$ cat config.mk
export PLATFORM = sky130hd
export DESIGN_NAME = clk_div_switch
export DESIGN_NICKNAME = d
export VERILOG_FILES = /design/src/rtl/clkdiv_pkg.sv /design/src/rtl/sync_stages.sv /design/src/rtl/clk_div_switch.sv
export SDC_FILE = /design/constraint.sdc
export NUM_CORES = 1
export LEC_CHECK = 0
export BUFFER_PORTS_ARGS = -buffer_cell sky130_fd_sc_hd__buf_2
export CORE_MARGIN = 5
export CORE_UTILIZATION = 50
export CTS_CLUSTER_SIZE = 10
export DETAILED_ROUTE_END_ITERATION = 10
export HOLD_SLACK_MARGIN = 0.06
export PLACE_DENSITY_LB_ADDON = 0.05
export SLEW_MARGIN = 20
export SYNTH_ARGS = -nofsm -noshare
export SYNTH_HDL_FRONTEND = slang
export SYNTH_HIERARCHICAL = 1
export SYNTH_SLANG_ARGS = --single-unit
$ cat constraint.sdc
create_clock -name clk_i -period 4.4 [get_ports clk_i]
set_input_delay 0.66 -clock clk_i [delete_from_list [all_inputs] [get_ports clk_i]]
set_output_delay 0.66 -clock clk_i [all_outputs]
set_load 0.005 [all_outputs]
$ cat src/rtl/clkdiv_pkg.sv
// Shared definitions for the glitch-free switchable clock divider.
package clkdiv_pkg;

   localparam int unsigned DefNdiv = 4;
   localparam int unsigned DefCw   = 8;

   // Entry i lives at bits [i*CW +: CW]; 0 stops the clock.
   localparam logic [DefNdiv*DefCw-1:0] DefDivs = {8'd0, 8'd5, 8'd3, 8'd2};

   typedef enum logic {
      StStop = 1'b0,
      StRun  = 1'b1
   } clkdiv_state_e;

   // A divide-by-1 cannot produce a clock with two phases, so it runs as divide-by-2.
   function automatic int unsigned eff_div(input int unsigned raw);
      return (raw == 1) ? 2 : raw;
   endfunction

   // High phase length: ceil(D/2) cycles; the low phase takes the remainder.
   function automatic int unsigned high_len(input int unsigned d);
      return (d + 1) / 2;
   endfunction

endpackage

$ cat src/rtl/sync_stages.sv
// N-stage flop synchroniser, synchronous active-high reset to zero.
module sync_stages #(
   parameter int unsigned Stages = 2,
   parameter int unsigned Width  = 1
) (
   input  logic             clk_i,
   input  logic             rst_i,
   input  logic [Width-1:0] d_i,
   output logic [Width-1:0] q_o
);

   logic [Width-1:0] stage_q [Stages];

   // Shift the input through the chain of stages.
   always_ff @(posedge clk_i) begin
      if (rst_i) begin
         for (int unsigned i = 0; i < Stages; i++) begin
            stage_q[i] <= '0;
         end
      end else begin
         stage_q[0] <= d_i;
         for (int unsigned i = 1; i < Stages; i++) begin
            stage_q[i] <= stage_q[i-1];
         end
      end
   end

   assign q_o = stage_q[Stages-1];

endmodule

$ cat src/rtl/clk_div_switch.sv
// Glitch-free switchable clock divider. A new divisor is only taken at a period
// boundary, so no phase is ever shorter than the shorter of the old/new half-periods.
module clk_div_switch
   import clkdiv_pkg::*;
#(
   parameter int unsigned             NDIV = DefNdiv,
   parameter int unsigned             CW   = DefCw,
   parameter logic [NDIV*CW-1:0]      DIVS = DefDivs,
   parameter int unsigned             SYNC = 0,
   localparam int unsigned            SW   = (NDIV > 1) ? $clog2(NDIV) : 1
) (
   input  logic          clk_i,
   input  logic          rst_i,
   input  logic [SW-1:0] sel_i,
   output logic          clkout_o,
   output logic          rise_o,
   output logic [SW-1:0] cur_sel_o,
   output logic          switching_o
);

   logic [SW-1:0] sel_s;

   if (SYNC > 0) begin : g_sync
      sync_stages #(
         .Stages(SYNC),
         .Width (SW)
      ) u_sync (
         .clk_i(clk_i),
         .rst_i(rst_i),
         .d_i  (sel_i),
         .q_o  (sel_s)
      );
   end else begin : g_nosync
      assign sel_s = sel_i;
   end

   clkdiv_state_e state_q, state_d;
   logic [CW-1:0] cnt_q, cnt_d;
   logic [CW-1:0] d_act_q, d_act_d;
   logic [CW-1:0] h_act_q, h_act_d;
   logic [SW-1:0] cur_sel_q, cur_sel_d;
   logic          clkout_q, clkout_d;
   logic          rise_q, rise_d;

   logic [CW-1:0] div_raw;
   logic [CW-1:0] d_new;
   logic [CW-1:0] h_new;
   logic [CW-1:0] cnt_inc;
   logic          bnd;

   // Table lookup; an index beyond the table reads as stop.
   always_comb begin
      div_raw = '0;
      for (int unsigned i = 0; i < NDIV; i++) begin
         if (sel_s == SW'(i)) begin
            div_raw = DIVS[i*CW +: CW];
         end
      end
   end

   assign d_new   = CW'(eff_div(32'(div_raw)));
   assign h_new   = CW'(high_len(32'(d_new)));
   assign cnt_inc = cnt_q + CW'(1);
   assign bnd     = (state_q == StStop) || (cnt_q == d_act_q - CW'(1));

   // Next-state: reload at a period boundary, otherwise advance within the period.
   always_comb begin
      state_d   = state_q;
      cnt_d     = cnt_q;
      d_act_d   = d_act_q;
      h_act_d   = h_act_q;
      cur_sel_d = cur_sel_q;
      clkout_d  = clkout_q;
      rise_d    = 1'b0;
      if (bnd) begin
         cur_sel_d = sel_s;
         cnt_d     = '0;
         if (d_new != '0) begin
            d_act_d  = d_new;
            h_act_d  = h_new;
            clkout_d = 1'b1;
            rise_d   = 1'b1;
            state_d  = StRun;
         end else begin
            clkout_d = 1'b0;
            state_d  = StStop;
         end
      end else begin
         cnt_d    = cnt_inc;
         clkout_d = (cnt_inc < h_act_q);
      end
   end

   // State register; reset forces clkout low at once, even mid-phase.
   always_ff @(posedge clk_i) begin
      if (rst_i) begin
         state_q   <= StStop;
         cnt_q     <= '0;
         d_act_q   <= '0;
         h_act_q   <= '0;
         cur_sel_q <= '0;
         clkout_q  <= 1'b0;
         rise_q    <= 1'b0;
      end else begin
         state_q   <= state_d;
         cnt_q     <= cnt_d;
         d_act_q   <= d_act_d;
         h_act_q   <= h_act_d;
         cur_sel_q <= cur_sel_d;
         clkout_q  <= clkout_d;
         rise_q    <= rise_d;
      end
   end

   assign clkout_o    = clkout_q;
   assign rise_o      = rise_q;
   assign cur_sel_o   = cur_sel_q;
   assign switching_o = ~rst_i & (sel_s != cur_sel_q);

endmodule

Yosys cells after proc, flatten, opt, wreduce, memory -nomap -nowiden

Index checks and enable logic that the tools add are counted.

Flip-flop bits (word level): 29
Latch bits: 0
RAM bits: 0
ROM bits: 0
Output and inout bits: 5
Logic and storage cells: 34
Memories kept: 0

Add/subtract/negate cells: 3
Multipliers: 0
Divide/modulo/power cells: 0
Order comparisons: 1
Equal/unequal tests: 6
Shift operators: 0
Mux-type cells: 7
Bitwise logic cells: 4
Reductions and logical operators: 6

Operator list:

| operator              | count |
|---|---|
| $mux W8               | 4 |
| $add A8 B1 Y9 const B | 1 |
| $add A8 B1 Y8 const B | 1 |
| $eq A8 B1 Y1 const B  | 1 |
| $eq A8 B8 Y1          | 1 |
| $lt A8 B8 Y1          | 1 |
| $reduce_bool A8 Y1    | 1 |
| $sub A8 B1 Y8 const B | 1 |
| $eq A2 B2 Y1 const B  | 2 |
| $reduce_or A2 Y1      | 2 |
| $not A1 Y1            | 3 |
| $eq A2 B1 Y1 const B  | 1 |
| $logic_not A2 Y1      | 1 |
| $mux W1               | 2 |
| $mux W2               | 1 |
| $ne A2 B2 Y1          | 1 |
| $reduce_and A2 Y1     | 1 |
| $and A1 B1 Y1         | 1 |
| $logic_or A1 B1 Y1    | 1 |

Logic depth before layout (Yosys ltp)

Gate-level depths: netlist of run 1.

Word-level depth: 10
Gate-level depth with buffers: 9
Mapped depth without buffers: 8

Worst setup path after synthesis of run 1

No wires, ideal clock.

Kind: register -> register
Start: register d_act_q[0]
End: register d_act_q[0]
Data arrival time: 1.804 ns
Data required time: 4.272 ns
Setup slack: 2.469 ns
Stages on the path, launching flop included: 9
Buffers on the path: 0
Clock period less this slack: 1.931 ns
Path through: dfxtp_1 inv_1 ha_1 ha_1 xor2_1 o2111ai_2 o31ai_4 mux2i_1 nor2_1

Cells in the longest elaborated chain, start to end: 4

Ends and longest elaborated chain:

| element                            | RTL line              | text |
|---|---|---|
| start: declaration                 | clk_div_switch.sv:39  | `logic [CW-1:0] d_act_q, d_act_d;` |
| start signal: assignment           | clk_div_switch.sv:107 | `d_act_q <= d_act_d;` |
| $sub A8 B1 Y8                      | clk_div_switch.sv:64  | `assign bnd = (state_q == StStop) \|\| (cnt_q == d_act_q - CW'(1));` |
| $eq A8 B8 Y1                       | clk_div_switch.sv:64  |  |
| $logic_or A1 B1 Y1                 | clk_div_switch.sv:64  |  |
| $reduce_and A2 Y1 (no source line) | n/a                   |  |

Every way passes these cells.
A chain may end at the register's enable or synchronous reset.

Final worst setup path of run 1

Start: register d_act_q[0]
End: register cnt_q[6]

Cells in the longest elaborated chain, start to end: 4

Ends and longest elaborated chain:

| element                           | RTL line              | text |
|---|---|---|
| $sub A8 B1 Y8                     | clk_div_switch.sv:64  |  |
| $eq A8 B8 Y1                      | clk_div_switch.sv:64  |  |
| $logic_or A1 B1 Y1                | clk_div_switch.sv:64  |  |
| $reduce_or A2 Y1 (no source line) | n/a                   |  |
| end signal: assignment            | clk_div_switch.sv:106 | `cnt_q <= cnt_d;` |
| end: declaration                  | clk_div_switch.sv:38  | `logic [CW-1:0] cnt_q, cnt_d;` |

Every way passes these cells.

==> results of run 1 <==
==> path summary, 6_finish.rpt <==
path | end | slack, ns | cells after the start
setup / recovery | cnt_q[6]$_SDFF_PP0_ | 2.27 | 8
hold / removal | h_act_q[2]$_SDFFE_PP0P_ | 0.48 | 2
hold reg to reg | h_act_q[2]$_SDFFE_PP0P_ | 0.48 | 2
setup reg to reg | cnt_q[6]$_SDFF_PP0_ | 2.27 | 8
==> logic make-up after synthesis <==
| logic type | share of synthesized area (%) |
|---|---|
| adders and majority gates | 13.2 |
| AOI/OAI and AO/OA | 8.84 |
| xor gates and xnor gates | 11.1 |
| and+or+nand+nor | 18.9 |
| DFF | 38.0 |
| buffers and inverters | 3.69 |
| muxes | 6.33 |
==> power by group <==
group / switching, mW / total (mW) / internal [mW]
Clock: 0.0488 / 0.0805 / 0.0318
Sequential: 0.00478 / 0.175 / 0.170
Combinational: 0.0274 / 0.0511 / 0.0237
Total: 0.0809 / 0.306 / 0.225
==> Yosys cell counts <==
library cell  instances  area, um2
and2_1                1       6.26
a211oi_1              1       7.51
clkbuf_1              1       3.75
nand2b_1              1       6.26
and3_1                2       12.5
inv_1                 7       26.3
mux2i_1               6       60.1
o31ai_4               1       21.3
nand4_1               1       6.26
ha_1                 10        125
dfxtp_1              18        360
xor2_1                5       43.8
buf_2                 1       5.00
or2_2                 1       6.26
a21oi_1               2       10.0
o21ai_2               1       8.76
o21ai_0               1       5.00
nand2_1               3       11.3
or2_1                 1       6.26
o32ai_1               1       8.76
nand3_1               3       15.0
nor2_1               16       60.1
xnor2_1               7       61.3
a21boi_0              1       7.51
nor3_1                6       30.0
nor2b_1               3       18.8
o2111ai_2             1       15.0
==> registers in the layout, summed over array words and instances (netlist names) <==
register and count:
cnt_q 8, clkout_o 1, state_q 1, d_act_q 3, rise_o 1, h_act_q 2
cur_sel_o 2
==> worst reg2reg max path, cell delays in order, from the launching register on <==
cell and delay (ns):
dfxtp_1 0.40, inv_1 0.08, ha_1 0.20, ha_1 0.28
xor2_1 0.18, o2111ai_2 0.19, o21ai_2 0.31, or2_1 0.31
nor2_1 0.08
==> per-stage QoR <==
| stage | cells | total power, mW |
|---|---|---|
| final | 136 | 0.306 |
| after global routing | 136 | 0.327 |
| after CTS | 136 | 0.311 |
| after detailed placement | 133 | 0.231 |
| after global placement | 133 | 0.230 |
| after floorplan | 102 | 0.217 |
==> layout make-up <==
cell class / instances / share of cell area [%]
clock buffer: 3 / 2.18
inverter: 7 / 2.54
multi-input combinational: 75 / 53.5
sequential: 18 / 34.9
tap: 25 / 3.03
timing repair buffer: 8 / 3.87
==> layer usage <==
layer / GRT usage, % / wire length [um]
met5: 0 / 0
met4: 6.38 / 12
met3: 4.16 / 38
met2: 20.0 / 691
met1: 17.3 / 778
==> results.txt, run 1 <==
Run status - completed
Wire per inst - 11.2 um
Area Overhead vs Synth - 8.97%
First-pass GRT wire length - 2.77 mm
HP Class - flip-flop to flip-flop
Drt first pass iters - 4
Multi-input gate area - 553 um2
RSZ-0062 raised after global routing - no
Min-delay src - h_act_q[2]$_SDFFE_PP0P_
Largest net degree at the start of global routing - 14
GR Overflow Total - 0
Power Dens Cells - 296 mW/mm2
Max IR drop VDD - 0.000170 V
Max Freq - 469 MHz
Layout cells sized above 1 - 13.5%
Yosys reg bits - 18
Placed Area - 0.00101 mm2
CTS tree - done
Post-synthesis area per instance - 9.30 um2
MaxCap Viol Count - 0
Row Count - 15
Ports - 9
Worst r2r src - d_act_q[0]$_SDFFE_PP0P_
Most frequent cells in the layout - 18 x dfxtp_1, 16 x nor2_1, 10 x ha_1, 8 x buf_2
Hold bufs inserted after CTS - 0
Cell mode on critical path - ha_1
1st-iter DRT viols - 3
Worst Setup SP - d_act_q[0]$_SDFFE_PP0P_
CP Cell Sequence - inv_1 -> ha_1 -> ha_1 -> xor2_1 -> o2111ai_2 -> o21ai_2 -> or2_1 -> nor2_1
Final wirelength - 1.52 mm
Die Footprint - 0.00287 mm2
All-Layer GR Usage - 13.3%
WP buf/inv - 1
Final setup vio count - 0
Worst setup SP type - flip-flop
CTS Root Cell - clkbuf_4
Setup repair bufs after CTS - 0
Clk pin slew, worst setup/hold paths - 0.10 ns
Mapped Nets - 116
ANT nets after route - 0
Count of nets after finishing - 127
Fraction of the yosys area taken by sequential cells - 38.0%
Critical path's largest stage delay - 0.40 ns
Skew final - 0.00103 ns
GPL Wtd Cong - 0.809
DRC violations left - 0
Crit path DAT - 2.31 ns
Clock buffer depth - 2
Storage element area - 360 um2
Worst setup margin - 2.27 ns
Fill count - 177
Post-CTS Resized - 0
Vias in the first global route - 665
Clock Sinks - 18
Critical Path RT - 4.58 ns
Crit end category - flip-flop
Synth Warn # - 6
CP top delay family - compound AO/OA/AOI/OAI gates
I/O Buffers - 8
N_diodes - 0
Mapped cell area - 948 um2
Vias - 682
Post-DP HPWL - 1.23 mm
H-tree Lvls - 1
Leak pwr - 0.449 nW
Hold_ws - 0.482 ns
TritonCTS Buffers - 3
Worst Path Class, Setup - flip-flop to flip-flop
Util after Layout - 58.6%
Initial Util - 53.8%
Commonest non-fill, non-tap cell in the layout - dfxtp_1
Setup total negative slack - 0 ns
Design Area, Final - 0.00103 mm2
Antenna violations before repair - 0
Final period util - 48.4%
Slowest cell on crit path - dfxtp_1
Core Area - 0.00176 mm2
Final Hold Fails - 0
Die W - 53.6 um
Rel. slew slack - 75.3%
Clock latency on the worst-skew pair - 0.28 ns
DR vias/cell - 5.01
Setup WS pre-CTS - 2.25 ns
Syn Inst Count - 102
Die H - 53.6 um
Worst slew pin tran - 0.360 ns
Netlist cell types - 27
Tmin final - 2.13 ns
CP max FO - 8
Pins Over Slew Limit - 0
No activity file was read; power rests on OpenSTA's default activity.
==> inputs of run 2 (changes only) <==
ABC_AREA = 1   (was default)
clock period = 2 ns   (was 4.4 ns; I/O delays follow)
==> results.txt, run 2 <==
Worst r2r src - d_act_q[0]$_SDFFE_PP0P_
HP Class - input port to flip-flop
Row Count - 16 (+1)
Initial Util - 52.9% (-0.89 points)
Worst slew pin tran - 0.316 ns (-0.0447 ns)
Cell mode on critical path - nor2_1
Placed Cells - 180 (+35%)
M3 GR Usage - 2.80% (-1.4 points)
Synth cell count leaders - 35 x nand2_1, 23 x nor2_1, 21 x inv_1
N_diodes - 0 (unchanged)
Placed Area - 0.00110 mm2 (+9.2%)
Post-synthesis area per instance - 7.15 um2 (-23%)
Vias - 878 (+29%)
GR Util met2 - 24.5% (+4.5 points)
Post-synth top area share - 34.7% (-3.3 points)
Top-count cell post-synth - nand2_1
Min-Delay Endpoint - cnt_q[4]$_SDFF_PP0_
Ports - 9 (unchanged)
Yosys reg bits - 18 (unchanged)
Non-filler cells, final - 185 (+36%)
Most frequent cells in the layout - 35 x nand2_1, 23 x nor2_1, 20 x inv_1, 16 x dfxtp_1, 12 x nand3_1
Area Overhead vs Synth - 11.2%
Post-DP HPWL - 1.57 mm (+28%)
Worst hold stages - 2 (unchanged)
I/O Buffers - 8 (unchanged)
Layout cells sized above 1 - 13.3% (-0.22 points)
Setup total negative slack - 0 ns (unchanged)
Area contributors post-synth - dfxtp_1 35%, nand2_1 13%, ha_1 12%
TritonCTS Buffers - 3 (unchanged)
FFs w/ async S/R, synth - 0% (unchanged)
1st-iter DRT viols - 14 (+11)
Fill count - 212 (+20%)
Tmin final - 1.83 ns (-0.301 ns)
Total chip power - 0.764 mW (+150%)
Syn Inst Count - 145 (+42%)
DR vias/cell - 4.75 (-5.4%)
Power Dens Cells - 663 mW/mm2 (+120%)
Run status - completed
Die H - 55.5 um (+3.7%)
CP Cell Sequence - inv_1 -> ha_1 -> ha_1 -> nand2_1 -> inv_1 -> nor2_1 -> nand3_1 -> o21bai_4 -> nor2_1 -> inv_2 -> nor2_1
Final Hold Fails - 0 (unchanged)
Min-delay src - rst_i
Largest register by flop count - cnt_q
Design Area, Final - 0.00115 mm2 (+12%)
Critical Path RT - 2.19 ns (-2.39 ns)
Clk pin slew, worst setup/hold paths - 0.11 ns (about the same)
Worst r2r path cells - 11 (+3)
All-Layer GR Usage - 13.9% (+0.60 points)
Core Area - 0.00196 mm2 (+11%)
MaxCap Viol Count - 0 (unchanged)
H-tree Lvls - 1 (unchanged)
Vias in the first global route - 813 (+22%)
Most used routing layer - met2
Clock Sinks - 18 (unchanged)
Largest register FFs - 8 (unchanged)
Worst setup margin - 0.170 ns (-2.10 ns)
GR Overflow Total - 0 (unchanged)
Post-synth EDFFs - 0 (unchanged)
Pins Over Slew Limit - 0 (unchanged)
Slowest cell on crit path - dfxtp_2
Final setup vio count - 0 (unchanged)
Met1 usage - 15.7% (-1.6 points)
First-pass GRT wire length - 3.44 mm (+24%)
CTS Root Cell - clkbuf_4
Worst setup SP type - flip-flop
Largest net degree at the start of global routing - 11 (-3)
Hold bufs inserted after CTS - 0 (unchanged)
Mapped cell area - 0.00104 mm2 (+9.4%)
Fraction of the yosys area taken by sequential cells - 34.7% (-3.3 points)
Main synth FF type - dfxtp_1
Setup WS pre-CTS - 0.0499 ns (-2.20 ns)
Antenna violations before repair - 0 (unchanged)
Count of nets after finishing - 173 (+36%)
Crit end category - flip-flop
Die W - 55.5 um (+3.7%)
FF-to-FF End - cnt_q[7]$_SDFF_PP0_
GPL Wtd Cong - 0.800 (-1.1%)
Leak pwr - 0.578 nW (+29%)
Wire per inst - 10.5 um (-6.3%)
Area leader, netlist - dfxtp_1
Biggest regs - cnt_q (8), d_act_q (3)
R2r setup slk - 0.17 ns (-2.10 ns)
CP max FO - 7 (-1)
Clock buffer depth - 2 (unchanged)
Netlist cell types - 18 (-33%)
Drt first pass iters - 4 (unchanged)
Final period util - 91.5% (+43 points)
CTS tree - done
Rel. slew slack - 78.7% (+3.4 points)
Crit path DAT - 2.02 ns (-0.29 ns)
Final wirelength - 1.94 mm (+27%)
ANT nets after route - 0 (unchanged)
Clock latency on the worst-skew pair - 0.29 ns (about the same)
Mapped Nets - 159 (+37%)
Max Freq - 547 MHz (+16%)
DRC violations left - 0 (unchanged)
Skew final - 0.00284 ns (+0.00181 ns)
Commonest non-fill, non-tap cell in the layout - nand2_1
Critical path's largest stage delay - 0.35 ns (-0.05 ns)
Max IR drop VDD - 0.000384 V (+130%)
Synth Warn # - 6 (unchanged)
Worst Path Class, Setup - flip-flop to flip-flop
RSZ-0062 raised after global routing - no
Die Footprint - 0.00309 mm2 (+7.6%)
run 2: changes by cell type in the layout (fill, tap and decap cells not counted), moves of 3 or more:
| cell | before | now |
|---|---|---|
| nor2_1 | 16 | 23 |
| inv_1 | 7 | 20 |
| mux2i_1 | 6 | 0 |
| xnor2_1 | 7 | 2 |
| nor2b_1 | 3 | 0 |
| a21oi_1 | 2 | 7 |
| nand2_1 | 3 | 35 |
| nor3_1 | 6 | 0 |
| nand3_1 | 3 | 12 |
run 2: power by group:
group	switching [mW]	internal (mW)
Sequential	0.0122	0.377
Clock	0.116	0.111
Combinational	0.0829	0.0653
Total	0.211	0.553
run 2: final cells by class:
cell class / count / area (um2) / share of cell area (%)
clock buffers: 4 / 36.3 / 3.15
flip-flops and latches: 18 / 363 / 31.5
multi-input cells: 103 / 572 / 49.6
repair buffers: 11 / 66.3 / 5.75
inverters: 22 / 82.6 / 7.16
well taps: 27 / 33.8 / 2.93
run 2: repair_timing:
item / CTS / global route
setup buffers: 0 / 1
endpoints found under the hold margin: 0 / 0
endpoints found under the setup margin: 0 / 13
resized for setup: 0 / 4
run 2: stage by stage:
stage	hold slack [ns]	utilization (%)
global route	0.234	58.8
finish	0.247	58.8
CTS	0.236	58.1
detailed placement	0.443	56.3
global placement	0.443	56.3
floorplan	0.369	-
run 2: cell families after synthesis:
kind of cell / count (synthesis) / synth area share (%)
compound gates: 13 / 8.08
simple gates: 73 / 29.1
buf+inv: 24 / 10.1
xor+xnor: 7 / 5.91
flops: 18 / 34.7
fa+ha+maj: 10 / 12.1
run 2: how the worst max path moves through the flow:
stage | start | endpoint | slack, ns | cells past startpoint
2_1_floorplan | d_act_q[0]$_SDFFE_PP0P_ | d_act_q[1]$_SDFFE_PP0P_ | 0.24 | 12
3_3_place_gp | d_act_q[0]$_SDFFE_PP0P_ | cnt_q[0]$_SDFF_PP0_ | 0.13 | 11
3_5_place_dp | d_act_q[0]$_SDFFE_PP0P_ | cnt_q[7]$_SDFF_PP0_ | 0.05 | 11
4_1_cts | d_act_q[0]$_SDFFE_PP0P_ | cnt_q[7]$_SDFF_PP0_ | 0.03 | 11
5_1_grt | d_act_q[0]$_SDFFE_PP0P_ | cnt_q[7]$_SDFF_PP0_ | 0.01 | 10
6_report | d_act_q[0]$_SDFFE_PP0P_ | cnt_q[7]$_SDFF_PP0_ | 0.17 | 11
run 2: critical path, delay by kind of cell, from the launching register on:
family | cells | cell delay, ns
AOI/OAI and AO/OA | 1 | 0.21
adders and majority gates | 2 | 0.48
buffers and inverters | 3 | 0.22
DFF | 1 | 0.35
and+or+nand+nor | 5 | 0.45
run 2: metal layers:
| metal | vias to the layer above | routed length (um) |
|---|---|---|
| met4 | 0 | 37 |
| met3 | 4 | 36 |
| li1 | 474 | - |
| met2 | 5 | 973 |
| met5 | - | 0 |
| met1 | 395 | 891 |
